`src/rtl/serial_adder_ctrl.sv`:
```
// rtl/serial_adder_ctrl.sv - bit-serial WIDTH-bit adder sequencer on a one-bit full-adder datapath
// Optional SERIAL_ADDER_SUB_EN adds a sub input for a-b via inverted b and forced carry-in.
module serial_adder_ctrl #(
    parameter int WIDTH = 8
) (
    input  logic             clk,
    input  logic             rst_n,
    input  logic             start,
    input  logic [WIDTH-1:0] a,
    input  logic [WIDTH-1:0] b,
    input  logic             cin,
`ifdef SERIAL_ADDER_SUB_EN
    input  logic             sub,
`endif
    output logic [WIDTH-1:0] sum,
    output logic             cout,
    output logic             busy,
    output logic             done
);

    localparam int CW = (WIDTH > 1) ? $clog2(WIDTH) : 1;

    typedef enum logic [1:0] {
        IDLE,
        RUN,
        DONE
    } state_t;

    state_t           state;
    state_t           next_state;
    logic             load;
    logic             last;
    logic [WIDTH-1:0] a_sh;
    logic [WIDTH-1:0] b_sh;
    logic [WIDTH-1:0] sum_sh;
    logic [WIDTH-1:0] sum_next;
    logic             carry;
    logic [CW-1:0]    cnt;
    logic [WIDTH-1:0] b_load;
    logic             c_load;
    logic             fa_s;
    logic             fa_c;
    logic [WIDTH-1:0] sum_r;
    logic             cout_r;

`ifdef SERIAL_ADDER_SUB_EN
    assign b_load = sub ? ~b : b;
    assign c_load = sub ? 1'b1 : cin;
`else
    assign b_load = b;
    assign c_load = cin;
`endif

    // One-bit full-adder cell: the only arithmetic in the block.
    assign fa_s = a_sh[0] ^ b_sh[0] ^ carry;
    assign fa_c = (a_sh[0] & b_sh[0]) | (carry & (a_sh[0] ^ b_sh[0]));

    assign last = (cnt == CW'(WIDTH - 1));

    always_comb begin
        sum_next           = sum_sh >> 1;
        sum_next[WIDTH-1]  = fa_s;
    end

    always_ff @(posedge clk) begin
        if (!rst_n) begin
            state <= IDLE;
        end else begin
            state <= next_state;
        end
    end

    always_comb begin
        next_state = state;
        load       = 1'b0;
        case (state)
            IDLE: begin
                if (start) begin
                    next_state = RUN;
                    load       = 1'b1;
                end
            end
            RUN: begin
                if (last) begin
                    next_state = DONE;
                end
            end
            DONE: begin
                // Accepting straight out of DONE avoids an idle bubble.
                if (start) begin
                    next_state = RUN;
                    load       = 1'b1;
                end else begin
                    next_state = IDLE;
                end
            end
            default: next_state = IDLE;
        endcase
    end

    always_ff @(posedge clk) begin
        if (!rst_n) begin
            a_sh   <= '0;
            b_sh   <= '0;
            sum_sh <= '0;
            carry  <= 1'b0;
            cnt    <= '0;
            sum_r  <= '0;
            cout_r <= 1'b0;
        end else if (load) begin
            a_sh   <= a;
            b_sh   <= b_load;
            carry  <= c_load;
            cnt    <= '0;
            sum_sh <= '0;
        end else if (state == RUN) begin
            a_sh   <= a_sh >> 1;
            b_sh   <= b_sh >> 1;
            carry  <= fa_c;
            cnt    <= cnt + CW'(1);
            sum_sh <= sum_next;
            if (last) begin
                sum_r  <= sum_next;
                cout_r <= fa_c;
            end
        end
    end

    assign sum  = sum_r;
    assign cout = cout_r;
    assign busy = (state == RUN);
    assign done = (state == DONE);

endmodule

```
`config.mk`:
```
export PLATFORM = sky130hd
export DESIGN_NAME = serial_adder_ctrl
export DESIGN_NICKNAME = d
export VERILOG_FILES = /design/src/rtl/serial_adder_ctrl.sv
export SDC_FILE = /design/constraint.sdc
export NUM_CORES = 1
export LEC_CHECK = 0
export ABC_CLOCK_PERIOD_IN_PS = 1400
export CAP_MARGIN = 40
export CORE_ASPECT_RATIO = 2
export CORE_MARGIN = 4
export CORE_UTILIZATION = 50
export DETAILED_ROUTE_END_ITERATION = 6
export PLACE_DENSITY = 0.78
export SLEW_MARGIN = 20
export SYNTH_ARGS = -nofsm -noshare
export SYNTH_HDL_FRONTEND = slang
export SYNTH_SLANG_ARGS = --single-unit
```
`constraint.sdc`:
```
create_clock -name clk -period 1.4 [get_ports clk]
set_input_delay 0.28 -clock clk [delete_from_list [all_inputs] [get_ports clk]]
set_output_delay 0.28 -clock clk [all_outputs]
set_load 0.01 [all_outputs]
```
Word level (Yosys, flattened, before mapping) --
Index checks and enable logic that the tools add are counted.
Storage, ports and cells: register bits 39, output and inout bits 11
Cells by class: $add $sub $neg 1, equal/unequal tests 5, muxes and demuxes 12, bitwise logic cells 7, reductions and logical operators 6
Operators by type and width (count):
- 2-to-1 mux 8 bit | 4
- one-hot mux 2 bit (3 select lines) | 1
- 2-to-1 mux 1 bit | 5
- 2-to-1 mux 2 bit | 2
- OR reduction 2 bit | 2
- adder 3 x 1 -> 3 bit, second input constant | 1
- == test 3 bit, second input constant | 1
- AND reduction 3 bit | 1
- AND 1 bit | 2
- == test 2 x 1 -> 1 bit, second input constant | 1
- == test 2 bit, second input constant | 1
- zero test 2 bit | 1
- != test 2 x 1 -> 1 bit, second input constant | 1
- != test 2 bit, second input constant | 1
- inverter 1 bit | 2
- AND reduction 2 bit | 1
- nonzero test 2 bit | 1
- bitwise XOR 1 bit | 2
- OR 1 bit | 1

Logic depth before layout (Yosys ltp) --
depth after elaboration 5, mapped depth 6

Least setup slack after synthesis --
OpenSTA, ideal clock, no wires.
path kind register -> register, start point register cnt[0], end point register sum_r[0], in the netlist sum[0], arrival time 1.114 ns, data required time 1.324 ns, setup slack 0.211 ns, stages on the path, launching flop included 6, clock period less this slack 1.189 ns, cells stage by stage dfxtp_1 -> ha_1 -> ha_1 -> clkbuf_1 -> nand3_1 -> a21boi_0
On the way: cells in the longest elaborated chain, start to end 2
Ends and longest elaborated chain:
- start, declared | RTL line 38 | logic [CW-1:0] cnt;
- start signal, assigned | RTL line 120 | cnt <= cnt + CW'(1);
- == test 3 bit | RTL line 58 | assign last = (cnt == CW'(WIDTH - 1));
- AND reduction 3 bit (no source line)
- end signal, assigned | RTL line 123 | sum_r <= sum_next;
- end, declared | RTL line 43 | logic [WIDTH-1:0] sum_r;
Every way passes these cells. A chain may end at the register's enable or synchronous reset.

Worst setup path after layout --
start point register state[1], end point output done
On the way: cells in the longest elaborated chain, start to end 1
Ends and longest elaborated chain:
- start, declared | RTL line 29 | state_t state;
- start signal, assigned | RTL line 69 | state <= next_state;
- == test 2 bit | RTL line 132 | assign done = (state == DONE);
- end, declared | RTL line 18 | output logic done
Every way passes these cells.

==> impl_metrics.json <==
{
  "setup_viol": 0,
  "max_cap_violations": 0,
  "synth.top_cells.by_area": "dfxtp_1, nand2_1, o221ai_1",
  "worstPathArrival_ps": 1010,
  "finalNetCount": 231,
  "syn2layout_area_growth_pct": 30.0,
  "period_share": 0.920,
  "synth-seq-area-share": 0.495,
  "leakage_nw": 0.770,
  "yosys_warnings": 0,
  "worstPathMaxFanout": 3,
  "clock_sinks": 38,
  "yosysTopAreaCell": "dfxtp_1",
  "grt-ovfl-total": 0,
  "drt-vias-per-instance": 5.67,
  "wire_per_inst_um": 13.6,
  "post-place-ws_ps": -19.4,
  "ios": 31,
  "ant_nets": 0,
  "max-clock-path-buffers": 2,
  "max-slew-margin-rel": 0.818,
  "synth_most_common_cell": "nand2_1",
  "gp_congestion": 0.799,
  "clock_skew_ps": 5.79,
  "drtIter0Drc": 25,
  "fp.dieW_um": 47.2,
  "dpl.hpwl_um": 2340,
  "rsz0062_at_grt": "false",
  "synth-async-reset-ratio": 0,
  "synthesis.nets": 200,
  "io_buffers": 30,
  "ir_drop_v": 0.000889,
  "postCtsSetupBuffers": 0,
  "rows": 28,
  "firstDrtPassIters": 4,
  "fin_crit_ps": 1290,
  "hold_buffers": 0,
  "cts_buffers": 5,
  "synth_cell_types": 27,
  "h-tree-depth": 2,
  "cts_tree": "done",
  "startpoint_type": "flop",
  "core_sq_mm": 0.00294,
  "final_cell_count_no_fill": 239,
  "drc": 0,
  "yosysTopAreaCellShare": 0.495,
  "ys_top_cells_by_count": "nand2_1, dfxtp_1, nand3_1",
  "postRouteWirelength_um": 3260,
  "hold_viol": 0,
  "die_height_um": 86.4,
  "cp.required_ps": 1120,
  "place_inst": 231,
  "drv_slew": 0,
  "worstSkewPairLatency_ps": 290,
  "grt_antenna_before_repair": 0,
  "die-area_sq_mm": 0.00408,
  "power_mw": 2.58,
  "synth_edf_count": 0,
  "grt_first_pass_wirelength_um": 5460,
  "grt_start_max_net_pins": 36,
  "synthFlopType": "dfxtp_1",
  "layout_setup_ws_ps": 112,
  "cts-root-buf": "clkbuf_8",
  "end_kind": "output pin",
  "tns_ps": 0,
  "drive_gt1_frac": 0.100,
  "hold_class": "flop to flop",
  "cts-resized-gates": 14,
  "synthCells": 177,
  "fill_cells": 252,
  "synth_seq_cells": 38,
  "start_util": 0.523,
  "worstMarginPinSlew_ps": 273,
  "track_usage": 0.183,
  "syn_area_sq_mm": 0.00154,
  "syn_area_per_cell_sq_um": 8.69,
  "critical_path_class": "flop to output pin",
  "grt_pass1_vias": 1294,
  "clock.fmax_mhz": 776,
  "powerDensity_mw_per_mm2": 1290,
  "outcome": "finished clean",
  "diodes": 0,
  "path_clk_slew_ps": 70,
  "vias": 1355
}
[routing by layer]
layer / routed length (um) / up-vias / track usage / share of wire
met5: 0 / - / 0 / 0
met4: 89 / 0 / 0.0730 / 0.027
met3: 170 / 10 / 0.0561 / 0.052
met2: 1820 / 38 / 0.318 / 0.56
met1: 1180 / 637 / 0.191 / 0.36
li1: - / 670 / - / -
[registers in the layout (all words and copies together), names as in the netlist]
signal,count
b_sh,8
state,2
a_sh,8
sum,8
cnt,3
cout,1
carry,1
sum_sh,7
[logic make-up after synthesis]
| family | Yosys count | share of synthesized area |
|---|---|---|
| AND/OR/NAND/NOR | 78 | 0.222 |
| AO/OA/AOI/OAI | 43 | 0.186 |
| flip-flops | 38 | 0.495 |
| buffers and inverters | 14 | 0.0618 |
| adder cells (fa/ha/maj) | 3 | 0.0293 |
| XOR/XNOR | 1 | 0.00570 |
[through the flow]
| stage | util | cell area [sq um] | hold slack (ps) |
|---|---|---|---|
| floorplan | - | 1540 | 411 |
| global placement | 0.634 | 1870 | 441 |
| detailed placement | 0.634 | 1870 | 451 |
| CTS | 0.680 | 2000 | 458 |
| global route | 0.679 | 2000 | 484 |
| finish | 0.679 | 2000 | 453 |
[cells in the final DEF (no fill, tap or decap), drive strengths merged]
master | synthesis | layout
a21boi | 12 | 12
a21oi | 10 | 10
a22oi | 2 | 2
a31oi | 5 | 5
and2 | 1 | 1
and3 | 1 | 1
buf | 11 | 7
bufinv | 0 | 2
clkbuf | 2 | 7
clkdlybuf4s50 | 0 | 19
dfxtp | 38 | 38
dlygate4sd2 | 0 | 10
fa | 1 | 1
ha | 2 | 2
inv | 1 | 1
nand2 | 42 | 42
nand2b | 2 | 2
nand3 | 12 | 12
nand3b | 1 | 1
nor2 | 9 | 9
nor2b | 2 | 2
nor3 | 8 | 8
o21ai | 6 | 6
o221ai | 8 | 8
xnor2 | 1 | 1
[worst max-delay path: stages (launching register included)]
cell	delay, ps
dfxtp_1	330
nor2b_1	120
dlygate4sd2_1	270
[path summary, 6_finish.rpt]
| check | start | end | slack (ps) | depth (start not counted) |
|---|---|---|---|---|
| min | sum[6] | sum[6] | 450 | 2 |
| max | state[1] | done | 110 | 2 |
| min reg2reg | sum[6] | sum[6] | 450 | 2 |
| max reg2reg | cnt[0] | sum[3] | 140 | 6 |
[report_power, final]
| group | internal [mW] | switching (mW) | total (mW) | leakage, nW |
|---|---|---|---|---|
| Clock | 0.760 | 0.375 | 1.13 | 0.0714 |
| Combinational | 0.136 | 0.140 | 0.276 | 0.388 |
| Sequential | 1.13 | 0.0324 | 1.17 | 0.310 |
| Total | 2.03 | 0.548 | 2.58 | 0.770 |
[area by class of cell]
| type | count | area [sq um] | share of cell area |
|---|---|---|---|
| well taps | 30 | 37.5 | 0.0188 |
| clock buffers | 6 | 82.6 | 0.0413 |
| inverters | 1 | 8.76 | 0.00438 |
| multi-input cells | 125 | 684 | 0.342 |
| flip-flops and latches | 38 | 762 | 0.381 |
| repair buffers | 37 | 364 | 0.182 |
| clock inverters | 2 | 60.1 | 0.0300 |
Note: power is estimated with default switching activity, not from simulation.
